$ cat src/rtl/sync_fifo_param_if.sv
// rtl/sync_fifo_param_if.sv - write/read/status bundle for the parameterised synchronous FIFO
interface sync_fifo_param_if #(
    parameter int DATA_W = 8,
    parameter int DEPTH  = 256
);
    localparam int CW = $clog2(DEPTH) + 1;

    logic [DATA_W-1:0] wdata;
    logic              wen;
    logic              ren;
    logic              clr_err;
    logic [DATA_W-1:0] rdata;
    logic              rvalid;
    logic              full;
    logic              empty;
    logic              almost_full;
    logic              almost_empty;
    logic              ovf;
    logic              udf;
    logic [CW-1:0]     count;

    modport master (
        output wdata, wen, ren, clr_err,
        input  rdata, rvalid, full, empty, almost_full, almost_empty, ovf, udf, count
    );

    modport slave (
        input  wdata, wen, ren, clr_err,
        output rdata, rvalid, full, empty, almost_full, almost_empty, ovf, udf, count
    );
endinterface

$ cat src/rtl/sync_fifo_param.sv
// rtl/sync_fifo_param.sv - single-clock FIFO with registered read data, threshold flags and sticky error flags
module sync_fifo_param #(
    parameter int DATA_W   = 8,
    parameter int DEPTH    = 256,
    parameter int AF_LEVEL = DEPTH - 4,
    parameter int AE_LEVEL = 4
) (
    input logic               i_clk,
    input logic               i_rst,
    sync_fifo_param_if.slave  bus
);
    localparam int AW = $clog2(DEPTH);
    localparam int CW = AW + 1;

    logic [DATA_W-1:0] r_mem [DEPTH];
    logic [AW-1:0]     r_wptr;
    logic [AW-1:0]     r_rptr;
    logic [CW-1:0]     r_count;
    logic              r_full;
    logic              r_empty;
    logic              r_almost_full;
    logic              r_almost_empty;
    logic              r_ovf;
    logic              r_udf;
    logic [DATA_W-1:0] r_rdata;
    logic              r_rvalid;

    logic              w_rd_acc;
    logic              w_wr_acc;
    logic [CW-1:0]     w_count_nxt;

    // A simultaneous read frees the slot a write into a full FIFO needs; the reverse never applies.
    always_comb begin
        w_rd_acc = bus.ren && !r_empty;
        w_wr_acc = bus.wen && (!r_full || w_rd_acc);
    end

    always_comb begin
        w_count_nxt = r_count;
        case ({w_wr_acc, w_rd_acc})
            2'b10:   w_count_nxt = r_count + CW'(1);
            2'b01:   w_count_nxt = r_count - CW'(1);
            default: w_count_nxt = r_count;
        endcase
    end

    always_ff @(posedge i_clk) begin
        if (w_wr_acc && !i_rst) begin
            r_mem[r_wptr] <= bus.wdata;
        end
    end

    always_ff @(posedge i_clk) begin
        if (i_rst) begin
            r_wptr         <= '0;
            r_rptr         <= '0;
            r_count        <= '0;
            r_full         <= 1'b0;
            r_empty        <= 1'b1;
            r_almost_full  <= 1'b0;
            r_almost_empty <= 1'b1;
            r_ovf          <= 1'b0;
            r_udf          <= 1'b0;
            r_rdata        <= '0;
            r_rvalid       <= 1'b0;
        end else begin
            if (w_wr_acc) begin
                r_wptr <= r_wptr + AW'(1);
            end
            if (w_rd_acc) begin
                r_rptr  <= r_rptr + AW'(1);
                r_rdata <= r_mem[r_rptr];
            end
            r_rvalid       <= w_rd_acc;
            r_count        <= w_count_nxt;
            r_full         <= (w_count_nxt == CW'(DEPTH));
            r_empty        <= (w_count_nxt == '0);
            r_almost_full  <= (w_count_nxt >= CW'(AF_LEVEL));
            r_almost_empty <= (w_count_nxt <= CW'(AE_LEVEL));
            // A new error in the same cycle as a clear wins.
            if (bus.wen && !w_wr_acc) begin
                r_ovf <= 1'b1;
            end else if (bus.clr_err) begin
                r_ovf <= 1'b0;
            end
            if (bus.ren && !w_rd_acc) begin
                r_udf <= 1'b1;
            end else if (bus.clr_err) begin
                r_udf <= 1'b0;
            end
        end
    end

    assign bus.rdata        = r_rdata;
    assign bus.rvalid       = r_rvalid;
    assign bus.full         = r_full;
    assign bus.empty        = r_empty;
    assign bus.almost_full  = r_almost_full;
    assign bus.almost_empty = r_almost_empty;
    assign bus.ovf          = r_ovf;
    assign bus.udf          = r_udf;
    assign bus.count        = r_count;
endmodule

$ cat src/flat_wrapper.sv
// flat-port wrapper written by rule: the top's interface ports become plain ports
module sync_fifo_param_flat 
#(
    parameter int DATA_W   = 8,
    parameter int DEPTH    = 256,
    parameter int AF_LEVEL = DEPTH - 4,
    parameter int AE_LEVEL = 4
)
  (i_clk, i_rst, bus_wdata, bus_wen, bus_ren, bus_clr_err, bus_rdata, bus_rvalid, bus_full, bus_empty, bus_almost_full, bus_almost_empty, bus_ovf, bus_udf, bus_count);
  sync_fifo_param_if #(.DATA_W(DATA_W), .DEPTH(DEPTH)) bus_i ();
  input logic i_clk;
  input logic i_rst;
  input wire logic [$bits(bus_i.wdata)-1:0] bus_wdata;
  input wire logic [$bits(bus_i.wen)-1:0] bus_wen;
  input wire logic [$bits(bus_i.ren)-1:0] bus_ren;
  input wire logic [$bits(bus_i.clr_err)-1:0] bus_clr_err;
  output wire logic [$bits(bus_i.rdata)-1:0] bus_rdata;
  output wire logic [$bits(bus_i.rvalid)-1:0] bus_rvalid;
  output wire logic [$bits(bus_i.full)-1:0] bus_full;
  output wire logic [$bits(bus_i.empty)-1:0] bus_empty;
  output wire logic [$bits(bus_i.almost_full)-1:0] bus_almost_full;
  output wire logic [$bits(bus_i.almost_empty)-1:0] bus_almost_empty;
  output wire logic [$bits(bus_i.ovf)-1:0] bus_ovf;
  output wire logic [$bits(bus_i.udf)-1:0] bus_udf;
  output wire logic [$bits(bus_i.count)-1:0] bus_count;
  assign bus_i.wdata = bus_wdata;
  assign bus_i.wen = bus_wen;
  assign bus_i.ren = bus_ren;
  assign bus_i.clr_err = bus_clr_err;
  assign bus_rdata = bus_i.rdata;
  assign bus_rvalid = bus_i.rvalid;
  assign bus_full = bus_i.full;
  assign bus_empty = bus_i.empty;
  assign bus_almost_full = bus_i.almost_full;
  assign bus_almost_empty = bus_i.almost_empty;
  assign bus_ovf = bus_i.ovf;
  assign bus_udf = bus_i.udf;
  assign bus_count = bus_i.count;
  sync_fifo_param #(.DATA_W(DATA_W), .DEPTH(DEPTH), .AF_LEVEL(AF_LEVEL), .AE_LEVEL(AE_LEVEL)) u_core (.i_clk(i_clk), .i_rst(i_rst), .bus(bus_i));
endmodule
$ cat config.mk
export PLATFORM = sky130hd
export DESIGN_NAME = sync_fifo_param_flat
export DESIGN_NICKNAME = d
export VERILOG_FILES = /design/src/rtl/sync_fifo_param_if.sv /design/src/rtl/sync_fifo_param.sv /design/src/flat_wrapper.sv
export SDC_FILE = /design/constraint.sdc
export NUM_CORES = 2
export LEC_CHECK = 0
export ABC_CLOCK_PERIOD_IN_PS = 9600
export BUFFER_PORTS_ARGS = -buffer_cell sky130_fd_sc_hd__clkbuf_2
export CORE_AREA = 3 3 374 376
export CTS_CLUSTER_SIZE = 12
export DETAILED_ROUTE_END_ITERATION = 16
export DIE_AREA = 0 0 377 379
export PLACE_DENSITY = 0.76
export SYNTH_ARGS = -nofsm -noshare
export SYNTH_HDL_FRONTEND = slang
export SYNTH_SLANG_ARGS = --single-unit
$ cat constraint.sdc
create_clock -name i_clk -period 9.6 [get_ports i_clk]
set_input_delay 0 -clock i_clk [delete_from_list [all_inputs] [get_ports i_clk]]
set_output_delay 0 -clock i_clk [all_outputs]
set_load 0.05 [all_outputs]
==> results.md <==
- The initialized floorplan defines 136 standard-cell rows.
- The chip height is 379 µm.
- The via count of the first global-routing pass is 42,031.
- After detailed routing, the total wire length is 200,200 µm.
- The critical path endpoint category is a register.
- In this run, post-CTS hold repair placed 18 buffers.
- By startpoint and endpoint, the worst setup path is classified as reg -> reg.
- Dividing total power by cell area gives a power density of 212.0 mW/mm².
- The final design instance area without fill is 0.08952 mm².
- The shortest period the worst path allows is 4.975 ns.
- The global-route wire length before repair is 293,200 µm.
- In this run the remaining antenna-violating nets after routing total 0.
- The path with the worst hold slack has its endpoint at u_core.r_mem[210][4]$_DFFE_PP_.
- The count of endpoints failing hold in the final timing report is 0.
- The number of distinct library cell variants in the gate-level netlist after synthesis is 67.
- The largest individual stage delay along the critical path comes from the cell dfxtp_4.
- The number of resized instances in the post-cts repair step is 0.
- The first detailed-routing pass took 6 iterations.
- The average instance in the mapped netlist occupies 19.47 µm².
- The CTS tree is yes.
- The source-to-sink clock delay at the later pin of the worst-skew pair is 0.84 ns.
- In this design, the stage delay of the slowest critical-path cell is 0.90 ns.
- The slack of the worst reg-to-reg path is 4.63 ns.
- Setup repair after global routing left no endpoint under its margin.
- Dividing the detail-routed via count by the number of cells gives 6.888.
- The wire length per cell is 32.36 µm.
- The arrival time at the worst endpoint is 5.66 ns.
- The worst register-to-register path begins at u_core.r_rptr[1]$_SDFFE_PP0P_.
- Walking the worst path, the cells encountered are buf_4 > buf_4 > mux4_2 > mux2_2 > o21ai_0 > a21oi_1 > o21ai_0 > a22o_1 > o31ai_1.
- The tightest min-delay check is of the in -> reg type.
- The number of antenna violations at the first check in global routing came to 4.
- The full die area is 0.1429 mm².
- In this run the worst path has a maximum fanout of 66.
- The flow ran to the end, and the final reports show no timing, DRC or antenna violations.
- The data required time at the worst endpoint is 10.28 ns.
- TritonCTS created 200 clock buffers.
- The logic depth of the worst path, buffers included is 9.
- In this run, synthesis inferred 2,048 flip-flops with an integrated enable.
- At the pin with the least slew margin, the transition time is 1.304 ns.
- The source of the worst hold timing path is bus_wdata[4].
- The tree is rooted in a clkbuf_16.
- The post-route setup TNS is 0 ns.
- The total number of vias is 42,625.
- The worst setup skew after layout is 0.03309 ns.
- Setup violations remaining at the end of the flow were counted as 0.
- Along the worst hold path, the cell count comes to 2.
- The placeable core region is 0.1372 mm².
- The number of nets handed over by synthesis was 4,224.
- For this run, the total global-route usage over all layers was measured as 0.2835.
- The share of synthesized area occupied by flip-flops and latches is 0.7613.
- The count of synthesis-stage warnings from yosys is 0.
- The layout-stage area growth over the synthesis result is 9.400%.
- The total standard cell area after synthesis is 0.08183 mm².
- For this run, design rule violations remaining after detail routing come to 0.
- The detailed router finished its first iteration with 6,347 violations.
- Dividing the final minimum period by the clock period gives 0.5182.
- The initial utilization of the core area, before any placement, comes to 0.5966.
- The H-tree level count is 4.
- For this run, the leading register cell type out of synthesis is edfxtp_1.
- The clock sink count is 2,088.
- The number of nets in the layout is 4,290.
- The worst setup path is launched from a register.
- The peak clock frequency supported by timing is 201.0 MHz.
- The die is 377 µm wide.
- The maximum clock path buffer count is 3.
- The number of buffer cells added on primary ports is 36.
- The tool flagged a number of max-cap violations equal to 0.
- Summing internal, switching and leakage power gives 18.98 mW.
- The reg-to-reg critical path endpoint is u_core.bus.rdata[1]$_SDFFE_PP0P_.
- The area of placed instances is 0.08354 mm².
- The number of buffers inserted by post-CTS setup repair is 0.
- For this design the top-level I/O count stands at 37.
- The remaining global-route overflow is 0.
- The cell count after synthesis came out at 4,203.
- The HPWL after detailed placement is 116,200 µm.
- The max-slew violation count is 0.
- The final estimated routing congestion in global placement is 0.8509.
- The worst-case IR drop observed on VDD is 0.0002500 V.
- In the synthesized netlist the async set-or-reset flop fraction comes to 0.
- The cell family contributing the most delay on the critical path is buffers and inverters.
- The analysis attributes to cell leakage a power of 26.76 nW.
- The flop and latch count out of synthesis is 2,088.
- Together, buffers and inverters on the worst path number 2.
- The worst pin sits at a relative slew slack of 0.1288.
- Entering global routing, the biggest net connects 118 pins.
- The proportion of layout cells with a drive suffix above 1 is 0.1706.
- The worst reg2reg path depth is 9.
- The register clock-pin slew on the reported worst setup and hold paths is 0.06 ns.
==> per-stage QoR <==
step	cells	util	hold WS [ns]	setup WS (ns)
after global placement	5842	0.6091	0.2871	4.718
after CTS	6183	0.6525	0.2700	4.745
final	6188	0.6527	0.2936	4.625
after detailed placement	5842	0.6091	0.3127	4.713
after floorplan	4203	-	0.09887	5.295
after global routing	6184	0.6527	0.3044	4.404
==> layout make-up <==
| type | instances | area [µm²] |
|---|---|---|
| Antenna cell | 4 | 10.01 |
| Inverter | 16 | 63.81 |
| Fill cell | 8738 | 47630 |
| Clock buffer | 297 | 5513 |
| Multi-Input combinational cell | 1842 | 18110 |
| Clock inverter | 26 | 255.2 |
| Tap cell | 1794 | 2245 |
| Timing Repair Buffer | 121 | 1012 |
| Sequential cell | 2088 | 62310 |
==> cell usage in the layout (no fill, tap or decap), types with 17 or more instances in the layout <==
cell	Yosys	routed
mux2_2	21	21
nor2b_1	29	28
dfxtp_1	40	36
dlygate4sd3_1	0	18
edfxtp_1	2048	2048
nand2_1	82	69
a211oi_1	26	26
o22ai_1	62	62
mux2i_1	300	300
clkbuf_2	0	28
o21ai_0	40	40
a22oi_1	53	53
o31ai_1	17	17
mux4_2	360	360
buf_4	31	60
a21oi_1	100	100
nor3_1	29	28
clkbuf_1	120	86
o221ai_1	103	103
nor2_1	362	359
nand3_1	45	45
clkbuf_16	0	203
==> routing by layer <==
layer,global-route usage,vias up,share of wire
met5,0,-,0.00021
met4,0.1100,6,0.042
met3,0.07304,474,0.12
met2,0.4303,2869,0.47
met1,0.4015,21911,0.37
li1,-,17365,-
==> worst max-delay path by stage <==
stage	to	start
after floorplan	u_core.bus.almost_empty$_SDFF_PP1_	u_core.bus.empty$_SDFF_PP1_
after global placement	u_core.bus.rdata[1]$_SDFFE_PP0P_	u_core.r_rptr[1]$_SDFFE_PP0P_
after detailed placement	u_core.bus.rdata[1]$_SDFFE_PP0P_	u_core.r_rptr[1]$_SDFFE_PP0P_
after CTS	u_core.bus.rdata[1]$_SDFFE_PP0P_	u_core.r_rptr[1]$_SDFFE_PP0P_
after global routing	u_core.bus.rdata[1]$_SDFFE_PP0P_	u_core.r_rptr[1]$_SDFFE_PP0P_
final	u_core.bus.rdata[1]$_SDFFE_PP0P_	u_core.r_rptr[1]$_SDFFE_PP0P_
==> state kept, by name (all words and copies together) (netlist names) <==
| signal | cells |
|---|---|
| u_core.bus.empty | 1 |
| u_core.r_rptr | 8 |
| u_core.bus.rvalid | 1 |
| u_core.r_mem | 2048 |
| u_core.bus.udf | 1 |
| u_core.bus.almost_full | 1 |
| u_core.bus.rdata | 8 |
| u_core.r_wptr | 8 |
| u_core.bus.ovf | 1 |
| u_core.bus.almost_empty | 1 |
| u_core.bus.full | 1 |
| u_core.bus.count | 9 |
==> cell usage after synthesis, types with 4 or more instances <==
| cell type | instances | area share |
|---|---|---|
| edfxtp_1 | 2048 | 0.75 |
| nor2_1 | 362 | 0.017 |
| mux4_2 | 360 | 0.099 |
| mux2i_1 | 300 | 0.037 |
| clkbuf_1 | 120 | 0.0055 |
| o221ai_1 | 103 | 0.011 |
| a21oi_1 | 100 | 0.0061 |
| nand2_1 | 82 | 0.0038 |
| o22ai_1 | 62 | 0.0047 |
| a22oi_1 | 53 | 0.0049 |
| buf_2 | 50 | 0.0031 |
| nand3_1 | 45 | 0.0028 |
| dfxtp_1 | 40 | 0.0098 |
| o21ai_0 | 40 | 0.0024 |
| buf_4 | 31 | 0.0028 |
| buf_6 | 30 | 0.0041 |
| nor2b_1 | 29 | 0.0022 |
| nor3_1 | 29 | 0.0018 |
| a211oi_1 | 26 | 0.0024 |
| buf_1 | 21 | 0.00096 |
| mux2_2 | 21 | 0.0029 |
| o31ai_1 | 17 | 0.0016 |
| a31oi_1 | 15 | 0.0011 |
| nand4_1 | 15 | 0.0011 |
| a2111oi_0 | 12 | 0.0013 |
| inv_1 | 12 | 0.00055 |
| nand2b_1 | 12 | 0.00092 |
| xnor2_1 | 12 | 0.0013 |
| and2_1 | 11 | 0.00084 |
| and3_1 | 11 | 0.00084 |
| o211ai_1 | 11 | 0.0010 |
| xor2_1 | 11 | 0.0012 |
| a221oi_1 | 10 | 0.0011 |
| or3_1 | 10 | 0.00076 |
| nor4_1 | 9 | 0.00069 |
| ha_1 | 8 | 0.0012 |
| o22a_1 | 8 | 0.00086 |
| a221o_1 | 7 | 0.00086 |
| a32oi_1 | 5 | 0.00054 |
| buf_8 | 5 | 0.00092 |
| mux4_1 | 5 | 0.0016 |
| nor4bb_1 | 5 | 0.00061 |
| a22o_1 | 4 | 0.00043 |
| clkinv_1 | 4 | 0.00018 |
==> kinds of logic after synthesis <==
group,Yosys count,synth area share
flops,2088,0.7613
fa+ha+maj,8,0.001223
simple gates,632,0.03416
xor+xnor,23,0.002462
compound gates,493,0.04240
mux,686,0.1403
buf+inv,273,0.01815
==> worst reg2reg max path, stage by stage, from the launching register on <==
cell     delay (ns)
dfxtp_4        0.90
buf_4          0.84
buf_4          0.95
mux4_2         0.43
mux2_2         0.27
o21ai_0        0.14
a21oi_1        0.08
o21ai_0        0.79
a22o_1         0.33
o31ai_1        0.09
==> report_power, final <==
group          internal (mW)  switching [mW]
logic                  0.736           0.985
clock network           3.94            3.22
registers               10.0          0.0688
Note: power is estimated with default switching activity, not from simulation.
